`src/rtl/rr_sel_2bit_pkg.sv`:
```
// Shared definitions for the rr_sel_2bit arbiter: output-stage state and grant encodings.
`ifndef RR_SEL_2BIT
`define RR_SEL_2BIT

package rr_sel_2bit_pkg;

  typedef enum logic {
    ST_EMPTY = 1'b0,
    ST_FULL  = 1'b1
  } state_e;

  localparam logic GRANT_CH1 = 1'b0;
  localparam logic GRANT_CH2 = 1'b1;

endpackage

`endif

```
`src/rtl/rr_sel_2bit_mux2_1_2bit.sv`:
```
// 2:1 multiplexer for 2-bit words; selec_2bit=0 picks in1, 1 picks in2.
module mux2_1_2bit (
  input  logic       selec_2bit,
  input  logic [1:0] in1,
  input  logic [1:0] in2,
  output logic [1:0] out
);

  assign out = selec_2bit ? in2 : in1;

endmodule

```
`src/rtl/rr_sel_2bit.sv`:
```
// Two-channel round-robin arbiter feeding a single-entry registered output stage.
// Optional per-channel saturating grant counters when RR_STATS_EN is defined.
module rr_sel_2bit
  import rr_sel_2bit_pkg::*;
#(
  parameter int CNT_W = 8
) (
  input  logic             clk,
  input  logic             reset_L,
  input  logic             in1_valid,
  input  logic [1:0]       in1_data,
  output logic             in1_ready,
  input  logic             in2_valid,
  input  logic [1:0]       in2_data,
  output logic             in2_ready,
  output logic             out_valid,
  output logic [1:0]       out_data,
  input  logic             out_ready,
  output logic             selec_2bit
`ifdef RR_STATS_EN
  ,
  output logic [CNT_W-1:0] grant_cnt1,
  output logic [CNT_W-1:0] grant_cnt2
`endif
);

  state_e     state_p1;
  logic       last_grant;
  logic       can_load;
  logic       load;
  logic [1:0] mux_out;

  always_comb begin
    selec_2bit = last_grant;
    unique case ({in2_valid, in1_valid})
      2'b01:   selec_2bit = GRANT_CH1;
      2'b10:   selec_2bit = GRANT_CH2;
      2'b11:   selec_2bit = ~last_grant;
      default: selec_2bit = last_grant;
    endcase
  end

  // Gating with reset_L keeps both producers stalled while reset is held.
  assign can_load  = (state_p1 == ST_EMPTY) | out_ready;
  assign load      = reset_L & can_load & (in1_valid | in2_valid);
  assign in1_ready = load & (selec_2bit == GRANT_CH1);
  assign in2_ready = load & (selec_2bit == GRANT_CH2);

  mux2_1_2bit u_mux (
    .selec_2bit (selec_2bit),
    .in1        (in1_data),
    .in2        (in2_data),
    .out        (mux_out)
  );

  // Output stage boundary: accepted word registered here, visible next cycle.
  always_ff @(posedge clk or negedge reset_L) begin
    if (!reset_L) begin
      state_p1   <= ST_EMPTY;
      last_grant <= GRANT_CH2;
      out_data   <= 2'b00;
    end else if (load) begin
      state_p1   <= ST_FULL;
      last_grant <= selec_2bit;
      out_data   <= mux_out;
    end else if (out_ready) begin
      state_p1   <= ST_EMPTY;
    end
  end

  assign out_valid = (state_p1 == ST_FULL);

`ifdef RR_STATS_EN
  function automatic logic [CNT_W-1:0] sat_inc(input logic [CNT_W-1:0] v);
    return (&v) ? v : v + 1'b1;
  endfunction

  always_ff @(posedge clk or negedge reset_L) begin
    if (!reset_L) begin
      grant_cnt1 <= '0;
      grant_cnt2 <= '0;
    end else begin
      if (in1_ready) grant_cnt1 <= sat_inc(grant_cnt1);
      if (in2_ready) grant_cnt2 <= sat_inc(grant_cnt2);
    end
  end
`endif

endmodule

```
`config.mk`:
```
export PLATFORM = sky130hd
export DESIGN_NAME = rr_sel_2bit
export DESIGN_NICKNAME = d
export VERILOG_FILES = /design/src/rtl/rr_sel_2bit_pkg.sv /design/src/rtl/rr_sel_2bit_mux2_1_2bit.sv /design/src/rtl/rr_sel_2bit.sv
export SDC_FILE = /design/constraint.sdc
export NUM_CORES = 1
export LEC_CHECK = 0
export BUFFER_PORTS_ARGS = -buffer_cell sky130_fd_sc_hd__buf_2
export CORE_AREA = 3 3 40 42
export DETAILED_ROUTE_END_ITERATION = 6
export DIE_AREA = 0 0 43 45
export SLEW_MARGIN = 20
export SYNTH_ARGS = -nofsm -noshare
export SYNTH_HDL_FRONTEND = slang
export SYNTH_HIERARCHICAL = 1
export SYNTH_SLANG_ARGS = --single-unit
export TNS_END_PERCENT = 1
```
`constraint.sdc`:
```
create_clock -name clk -period 3.4 [get_ports clk]
set_clock_uncertainty 0.15 [all_clocks]
set_input_delay 0.17 -clock clk [delete_from_list [all_inputs] [get_ports clk]]
set_output_delay 0.17 -clock clk [all_outputs]
set_load 0.02 [all_outputs]
```
==> results of run 1 <==
## logic make-up after synthesis
| logic type | Yosys count |
|---|---|
| mux | 6 |
| flops | 4 |
| compound gates | 3 |
| buf+inv | 3 |
| simple gates | 2 |
## area by class of cell
| type | instances | area (sq um) |
|---|---|---|
| clock buffer | 4 | 26.28 |
| multi-input combinational | 11 | 121.4 |
| inverter | 3 | 11.26 |
| tap | 15 | 18.77 |
| sequential | 4 | 101.3 |
| fill | 143 | 915.9 |
| timing repair buffer | 16 | 90.09 |
## cell usage in the layout (no fill, tap or decap), drive strengths merged
master	Yosys	layout
o21ai	2	2
buf	0	14
mux2	5	5
dfrtp	3	3
mux2i	1	1
dfstp	1	1
a21oi	1	1
inv	3	3
dlygate4sd3	0	2
and2	1	1
clkbuf	0	4
nor2b	1	1
## state kept, by name, summed over array words and instances, names as in the netlist
register / count
last_grant: 1
out_data: 2
out_valid: 1
## metal layers
layer,global-route usage,share of wire,vias to the layer above,wire length [microns]
met4,0.07229,0,0,0
met2,0.08383,0.31,15,171
met5,0,0,-,0
li1,-,-,100,-
met3,0.04781,0.18,0,97
met1,0.1002,0.51,77,285
## worst reg2reg max path: cells and delay by family, from the launching register on
kind   cells  cell delay, ps
DFF        1             530
muxes      3            1120
## power groups by stage
stage	Sequential (W)	Combinational [W]	Clock (W)
3_5_place_dp	0.0000704	0.0000745	0
6_report	0.0000708	0.0000751	0.0000656
4_1_cts	0.0000709	0.0000763	0.0000695
3_3_place_gp	0.0000706	0.0000738	0
5_1_grt	0.0000727	0.0000811	0.0000732
2_1_floorplan	0.0000805	0.0000410	0
## worst max-delay path by stage
stage	from	endpoint	slack [ps]	cells after the start
detailed placement	last_grant	out_data[0]	1470	3
finish	last_grant	in2_ready	1440	3
CTS	last_grant	in2_ready	1410	3
global route	last_grant	in2_ready	1290	3
floorplan	last_grant	out_data[0]	1350	3
global placement	last_grant	out_data[0]	1580	3
## stage by stage
step | instances | power [W] | hold slack, ps | area (sq um)
6_report | 53 | 0.0002115 | 62.56 | 369.1
4_1_cts | 53 | 0.0002168 | 62.28 | 369.1
2_1_floorplan | 18 | 0.0001215 | -275.6 | 234.0
3_3_place_gp | 47 | 0.0001444 | -158.7 | 322.8
5_1_grt | 53 | 0.0002270 | 88.48 | 369.1
3_5_place_dp | 47 | 0.0001449 | -156.0 | 322.8
## repair_timing
item                      in CTS  in global routing
buffers inserted               0                  0
hold buffers                   2                  0
hold endpoints to repair       5                  0
gates resized for setup        0                  0
==> flow_metrics.py, run 1 <==
metrics = {
    "run_status": {
        "outcome": "completed",
    },
    "critical_path": {
        "worstPathMaxFanout": 6,
        "cp-start-kind": "register",
        "arrival_ps": 1640,
        "r2r_end": "out_data[0]",
        "path_buf_inv": 1,
        "rr_worst_depth": 3,
        "crit_required_ps": 3080,
        "worst_setup_path_end_kind": "primary output",
        "reg2reg_slack_ps": 1480,
        "critPathMaxStageDelay_ps": 530,
        "cp_top_family": "flip-flops",
        "timing_worst_setup_path_type": "reg -> out",
        "path_cells": "mux2i_1 > and2_2 > buf_2",
        "regToRegStartpoint": "last_grant",
        "slowest_stage": "dfstp_2",
    },
    "synthesis": {
        "yosys-top-cells-count": "3 x dfrtp_1, 3 x inv_1, 3 x mux2_4, 2 x mux2_2",
        "syn_nets": 27,
        "syn_inst": 18,
        "synth.area.top_cells": "dfrtp_1 32%, mux2_4 19%, dfstp_2 11%",
        "synth-async-reset-ratio": 1.000,
        "synthXorXnorAreaFrac": 0,
        "synth_compound_gate_area_share": 0.1283,
        "synthAdderAreaFrac": 0,
        "avgSynthCellArea_sq_um": 13.00,
        "synth-simple-area-share": 0.05882,
        "synth_edf_count": 0,
        "synth_top_family_by_area": "multiplexers",
        "yosys.area.top_type": "dfrtp_1",
        "synth_cell_types": 11,
        "yosysTopAreaCellShare": 0.3209,
        "synth-seq-cells": 4,
        "synth_seq_area_share": 0.4332,
        "synthMuxAreaShare": 0.3316,
        "synth_area_sq_um": 234.0,
        "synthFlopType": "dfrtp_1",
        "yosys_warnings": 6,
    },
    "sta": {
        "setup_slack_ps": 1440,
        "worst_slew_pin_slew_ps": 522.8,
        "fin_crit_ps": 1960,
        "rsz0062_at_grt": "no",
        "slew_viol_final": 0,
        "hold_viol_final": 0,
        "setup_viol": 0,
        "max-slew-margin-rel": 0.6415,
        "post-route-period-util": 0.5765,
        "fin_setup_tns_ps": 0,
        "fmax_ghz": 0.5102,
    },
    "route": {
        "ant_nets": 0,
        "vias": 192,
        "wirelength_microns": 554,
        "drtIter0Drc": 0,
        "drc_errors": 0,
        "wl_per_cell_microns": 10.45,
        "dr.pass1.iters": 1,
        "viasPerCell": 3.623,
    },
    "power": {
        "power.internal_w": 0.0001452,
        "p_leak_nw": 0.1909,
        "p_comb_frac": 0.355,
        "power_switching_w": 0.00006634,
        "power_density_nw_per_um2": 573.1,
        "p_seq_frac": 0.335,
        "clockPowerShare": 0.310,
        "peakVddDrop_mv": 0.2577,
        "swShare": 0.3136,
    },
    "place": {
        "dpl_worst_slack_ps": 1471,
        "gp_congestion": 0.7291,
        "io_buffers": 14,
        "dp_hpwl_microns": 412.5,
    },
    "worst_hold_path": {
        "min_from": "in2_valid",
        "hold_depth": 3,
        "min-delay-path-class": "in -> reg",
        "worstHoldEndpoint": "out_valid",
    },
    "global_route": {
        "grt_overflow_total": 0,
        "grt_max_degree": 7,
        "grt_pass1_vias": 232,
        "antenna_found_initial": 0,
        "grt_pass1_wl_mm": 1.055,
        "track_usage": 0.07782,
    },
    "floorplan": {
        "rows": 13,
        "die_x_microns": 43,
        "die_height_microns": 45,
        "pin_count": 15,
        "core_sq_um": 1285,
        "initial_core_util": 0.1821,
        "dieArea_sq_um": 1935,
    },
    "clock_tree": {
        "h-tree-depth": 1,
        "clock_path_buffers": 2,
        "clock_latency_ps": 240,
        "cts_root_buf": "clkbuf_4",
        "numCtsBuffers": 3,
        "cts_sinks": 4,
        "path_clk_slew_ps": 50,
        "cts_tree": "done",
    },
    "final_layout": {
        "layout-drive-gt1-share": 0.6842,
        "num-nets-final": 48,
        "utilization": 0.2872,
        "area_growth_pct": 57.75,
        "num_antenna_cells": 0,
    },
    "job": {
        "max_cap_violations": 0,
    },
}
Power figures use the tool's default switching activity.
==> run 2, diff against run 1 <==
==> constraint.sdc (replaced) <==
create_clock -name clk -period 1.6 [get_ports clk]
set_clock_uncertainty 0.15 [all_clocks]
set_input_delay 0.08 -clock clk [delete_from_list [all_inputs] [get_ports clk]]
set_output_delay 0.08 -clock clk [all_outputs]
set_load 0.02 [all_outputs]
==> flow_metrics.py, run 2 (synthesis results as in run 1) <==
metrics = {
    "route": {
        "wl_per_cell_microns": 10.77,
        "viasPerCell": 3.893,
        "dr.pass1.iters": 2,
        "ant_nets": 0,
        "wirelength_microns": 603,
        "vias": 218,
        "drtIter0Drc": 2,
        "drc_errors": 0,
    },
    "global_route": {
        "antenna_found_initial": 0,
        "grt_pass1_vias": 258,
        "grt_pass1_wl_mm": 1.104,
        "track_usage": 0.08528,
        "grt_overflow_total": 0,
        "grt_max_degree": 6,
    },
    "final_layout": {
        "area_growth_pct": 82.89,
        "num_antenna_cells": 0,
        "layout-drive-gt1-share": 0.6829,
        "final_common_cell": "buf_2",
        "final_cell_mix": "13 x buf_2, 5 x mux2_4, 4 x dlygate4sd3_1",
        "largest_reg_flops": 2,
        "regMostFlops": "out_data",
        "fin_cells": 56,
        "num-nets-final": 51,
        "utilization": 0.3330,
    },
    "worst_hold_path": {
        "min-delay-path-class": "in -> reg",
    },
    "floorplan": {
        "core_sq_um": 1285,
        "initial_core_util": 0.1821,
        "pin_count": 15,
        "die_x_microns": 43,
        "dieArea_sq_um": 1935,
        "die_height_microns": 45,
        "rows": 13,
    },
    "critical_path": {
        "crit_required_ps": 1370,
        "reg2reg_slack_ps": -70,
        "r2r_end": "out_data[1]",
        "cp-start-kind": "register",
        "worst_setup_path_end_kind": "primary output",
        "crit_start": "last_grant",
        "rr_worst_depth": 3,
        "crit_end": "in2_ready",
        "worstPathMaxFanout": 4,
        "regToRegStartpoint": "last_grant",
        "timing_worst_setup_path_type": "reg -> out",
        "arrival_ps": 1450,
    },
    "job": {
        "max_cap_violations": 0,
    },
    "clock_tree": {
        "cts_tree": "done",
        "h-tree-depth": 1,
        "clock_path_buffers": 2,
        "cts_sinks": 4,
        "path_clk_slew_ps": 40,
        "cts_setup_buffers": 0,
        "numCtsBuffers": 3,
        "clock_latency_ps": 230,
        "cts_root_buf": "clkbuf_4",
    },
    "sta": {
        "setup_viol": 5,
        "worst_slew_pin_slew_ps": 211.6,
        "hold_viol_final": 0,
        "setup_slack_ps": -81.89,
        "rsz0062_at_grt": "yes",
        "slew_viol_final": 0,
        "holdWs_ps": 43.41,
        "post-route-period-util": 1.051,
        "max-slew-margin-rel": 0.8559,
        "fin_crit_ps": 1682,
        "fmax_ghz": 0.5946,
    },
    "run_status": {
        "outcome": "finished with violations",
        "violations": "setup timing",
    },
    "place": {
        "dp_hpwl_microns": 462.1,
        "gp_congestion": 0.6303,
        "io_buffers": 14,
        "place_inst": 48,
    },
    "power": {
        "peakVddDrop_mv": 0.4484,
        "power_density_nw_per_um2": 1166,
        "p_leak_nw": 0.2150,
    },
}
## run 2: cell types whose count changed in the layout (fill, tap and decap cells not counted)
| cell | previous run | this run |
|---|---|---|
| buf_6 | 0 | 2 |
| dlygate4sd3_1 | 2 | 4 |
| mux2_2 | 2 | 0 |
| mux2_4 | 3 | 5 |
| and2_2 | 1 | 0 |
| and2_4 | 0 | 1 |
| buf_2 | 14 | 13 |
| mux2i_1 | 1 | 0 |
| mux2i_4 | 0 | 1 |
| o21ai_0 | 1 | 0 |
| o21ai_1 | 0 | 1 |
## run 2: what timing repair did
action,4_1_cts,5_1_grt
resized for setup,4,1
setup endpoints to repair,5,6
hold endpoints to repair,5,0
pin swaps,0,0
hold buffers,4,0
## run 2: critical path: stages (launching register included)
cell	delay, ps
dfstp_2	560
mux2i_4	290
buf_6	140
and2_4	130
buf_6	110
## run 2: cell type report
cell class                      count  area [sq um]
Clock buffer                        4         26.28
Fill cell                         133         857.1
Inverter                            3         11.26
Multi-Input combinational cell     11         142.6
Sequential cell                     4         101.3
Tap cell                           15         18.77
Timing Repair Buffer               19         127.6
## run 2: worst min path at each step
| stage | startpoint | to | slack [ps] | cells after the start |
|---|---|---|---|---|
| 2_1_floorplan | reset_L | out_data[0] | -370 | 0 |
| 3_3_place_gp | reset_L | out_valid | -250 | 1 |
| 3_5_place_dp | reset_L | out_valid | -250 | 1 |
| 4_1_cts | in2_data[1] | out_data[1] | 40 | 3 |
| 5_1_grt | in2_data[1] | out_data[1] | 50 | 3 |
| 6_report | in2_data[1] | out_data[1] | 40 | 3 |
## run 2: metrics by stage
step           instance area (sq um)  setup WS [ps]  power [W]  TNS (ps)
3_3_place_gp                   350.3         -46.81  0.0003390    -87.61
2_1_floorplan                  254.0         -162.6  0.0002817    -325.2
4_1_cts                        427.9         -101.2  0.0005106    -335.6
5_1_grt                        427.9         -134.7  0.0005328    -484.7
3_5_place_dp                   350.3         -73.50  0.0003410    -146.3
6_report                       427.9         -81.89  0.0004989    -265.9
## run 2: metal layers
| layer | vias to the layer above | global-route usage | share of wire |
|---|---|---|---|
| met1 | 90 | 0.09756 | 0.49 |
| met4 | 0 | 0.1084 | 0.045 |
| li1 | 107 | - | - |
| met2 | 17 | 0.1018 | 0.35 |
| met5 | - | 0 | 0 |
| met3 | 4 | 0.03984 | 0.12 |
## run 2: power breakdown
group / leakage, nW / internal, W / total (W) / switching [W]
registers: 0.0452 / 0.000134 / 0.000157 / 0.0000225
logic: 0.155 / 0.000116 / 0.000201 / 0.0000851
clock network: 0.0150 / 0.0000940 / 0.000141 / 0.0000472
total: 0.215 / 0.000344 / 0.000499 / 0.000155
==> run 3, diff against run 2 <==
--- a/config.mk
+++ b/config.mk
@@ -6,9 +6,9 @@
 export NUM_CORES = 1
 export LEC_CHECK = 0
 export BUFFER_PORTS_ARGS = -buffer_cell sky130_fd_sc_hd__buf_2
-export CORE_AREA = 3 3 40 42
+export CORE_AREA = 2 2 39 41
 export DETAILED_ROUTE_END_ITERATION = 6
-export DIE_AREA = 0 0 43 45
+export DIE_AREA = 0 0 41 43
 export SLEW_MARGIN = 20
 export SYNTH_ARGS = -nofsm -noshare
 export SYNTH_HDL_FRONTEND = slang
==> flow_metrics.py, run 3 (synthesis results as in run 1) <==
metrics = {
    "floorplan": {
        "die_height_microns": 43,
        "core_sq_um": 1384,
        "rows": 14,
        "dieArea_sq_um": 1763,
        "die_x_microns": 41,
        "pin_count": 15,
        "initial_core_util": 0.1691,
    },
    "global_route": {
        "grt_overflow_total": 0,
        "track_usage": 0.08241,
        "antenna_found_initial": 0,
        "grt_pass1_wl_microns": 924,
        "grt_pass1_vias": 216,
        "grt_max_degree": 6,
    },
    "final_layout": {
        "fill_cells": 140,
        "postLayoutCellArea_sq_um": 429.2,
        "seqCellArea_sq_um": 101.3,
        "area_growth_pct": 83.42,
        "multi_input_area_sq_um": 142.6,
        "largest_reg_flops": 2,
        "final_common_cell": "buf_2",
        "num_antenna_cells": 0,
        "num-nets-final": 51,
        "regMostFlops": "out_data",
        "final_cell_mix": "13 x buf_2, 5 x mux2_4, 4 x dlygate4sd3_1",
        "layout-drive-gt1-share": 0.6829,
    },
    "sta": {
        "max-slew-margin-rel": 0.8475,
        "hold_viol_final": 0,
        "post-route-period-util": 1.058,
        "fmax_ghz": 0.5907,
        "setup_slack_ps": -92.87,
        "setup_viol": 4,
        "rsz0062_at_grt": "yes",
        "holdWs_ps": 51.05,
        "fin_crit_ps": 1693,
        "slew_viol_final": 0,
        "worst_slew_pin_slew_ps": 223.9,
    },
    "critical_path": {
        "critPathMaxStageDelay_ps": 560,
        "crit_end": "out_data[0]",
        "cp-start-kind": "register",
        "path_cells": "mux2i_4 > mux2_4 > mux2_4",
        "arrival_ps": 1660,
        "worstPathMaxFanout": 4,
        "path_depth": 3,
        "worst_setup_path_end_kind": "register",
        "r2r_end": "out_data[0]",
        "slowest_stage": "dfstp_2",
        "path_buf_inv": 0,
        "crit_required_ps": 1570,
        "timing_worst_setup_path_type": "reg -> reg",
        "cpMostUsedCell": "mux2_4",
        "rr_worst_depth": 3,
        "regToRegStartpoint": "last_grant",
        "reg2reg_slack_ps": -90,
        "crit_start": "last_grant",
        "cp_top_family": "multiplexers",
    },
    "route": {
        "wl_per_cell_microns": 10.19,
        "drc_errors": 0,
        "viasPerCell": 3.719,
        "dr.pass1.iters": 1,
        "wirelength_microns": 581,
        "drtIter0Drc": 0,
        "vias": 212,
        "ant_nets": 0,
    },
    "power": {
        "p_leak_nw": 0.2149,
        "swShare": 0.3074,
        "power_density_nw_per_um2": 1156,
        "power_switching_w": 0.0001525,
        "p_comb_frac": 0.401,
        "power.internal_w": 0.0003437,
        "clockPowerShare": 0.281,
        "p_seq_frac": 0.317,
        "peakVddDrop_mv": 0.3645,
    },
    "clock_tree": {
        "numCtsBuffers": 3,
        "cts_tree": "done",
        "cts_sinks": 4,
        "clock_path_buffers": 2,
        "clock_latency_ps": 240,
        "h-tree-depth": 1,
        "path_clk_slew_ps": 40,
        "cts_root_buf": "clkbuf_4",
        "cts_setup_buffers": 0,
    },
    "place": {
        "dpl-instance-area_sq_um": 351.6,
        "io_buffers": 14,
        "gp_congestion": 0.6586,
        "dp_hpwl_microns": 473.9,
    },
    "run_status": {
        "outcome": "finished with violations",
        "violations": "setup timing",
    },
    "worst_hold_path": {
        "min-delay-path-class": "in -> reg",
    },
    "job": {
        "max_cap_violations": 0,
    },
}
[run 3: timing repair]
item,in CTS,in global routing
pin swaps,0,0
hold endpoints to repair,5,0
setup endpoints to repair,4,4
resized for setup,4,0
hold buffers,4,0
[run 3: tightest hold or removal path, stage by stage]
cell    delay (ps)
buf_2           80
mux2_4         120
mux2_4         120
[run 3: cell type report]
| type | count | area share |
|---|---|---|
| Multi-Input combinational cell | 11 | 0.3324 |
| Tap cell | 16 | 0.04665 |
| Sequential cell | 4 | 0.2362 |
| Inverter | 3 | 0.02624 |
| Clock buffer | 4 | 0.06122 |
| Timing Repair Buffer | 19 | 0.2974 |
[run 3: power groups by stage]
stage / Clock (W) / Combinational (W) / Sequential (W)
2_1_floorplan: 0 / 0.000105 / 0.000176
3_3_place_gp: 0 / 0.000181 / 0.000156
3_5_place_dp: 0 / 0.000182 / 0.000159
4_1_cts: 0.000149 / 0.000202 / 0.000158
5_1_grt: 0.000154 / 0.000212 / 0.000162
6_report: 0.000140 / 0.000199 / 0.000157
[run 3: how the worst min path moves through the flow]
stage | from | end | slack [ps] | cells after the start
6_report | in1_data[1] | out_data[1] | 50 | 3
2_1_floorplan | reset_L | out_data[0] | -370 | 0
4_1_cts | in2_data[0] | out_data[0] | 40 | 3
3_3_place_gp | reset_L | out_valid | -250 | 1
5_1_grt | in2_data[0] | out_data[0] | 50 | 3
3_5_place_dp | reset_L | out_valid | -250 | 1
[run 3: metrics by stage]
stage / setup slack [ps] / util / setup TNS (ps) / cells / total power [W]
3_5_place_dp: -82.48 / 0.2541 / -164.0 / 49 / 0.0003418
5_1_grt: -147.3 / 0.3101 / -510.9 / 57 / 0.0005280
3_3_place_gp: -57.01 / 0.2541 / -106.9 / 49 / 0.0003378
2_1_floorplan: -162.6 / - / -325.2 / 18 / 0.0002817
6_report: -92.87 / 0.3101 / -312.2 / 57 / 0.0004962
4_1_cts: -102.8 / 0.3101 / -355.9 / 57 / 0.0005089
[run 3: layer usage]
metal,vias to the layer above,routed length [microns],global-route usage,share of wire
met5,-,0,0,0
met4,0,0,0.06000,0
met3,0,77,0.03665,0.13
met2,15,204,0.1031,0.35
met1,89,299,0.1065,0.51
li1,108,-,-,-
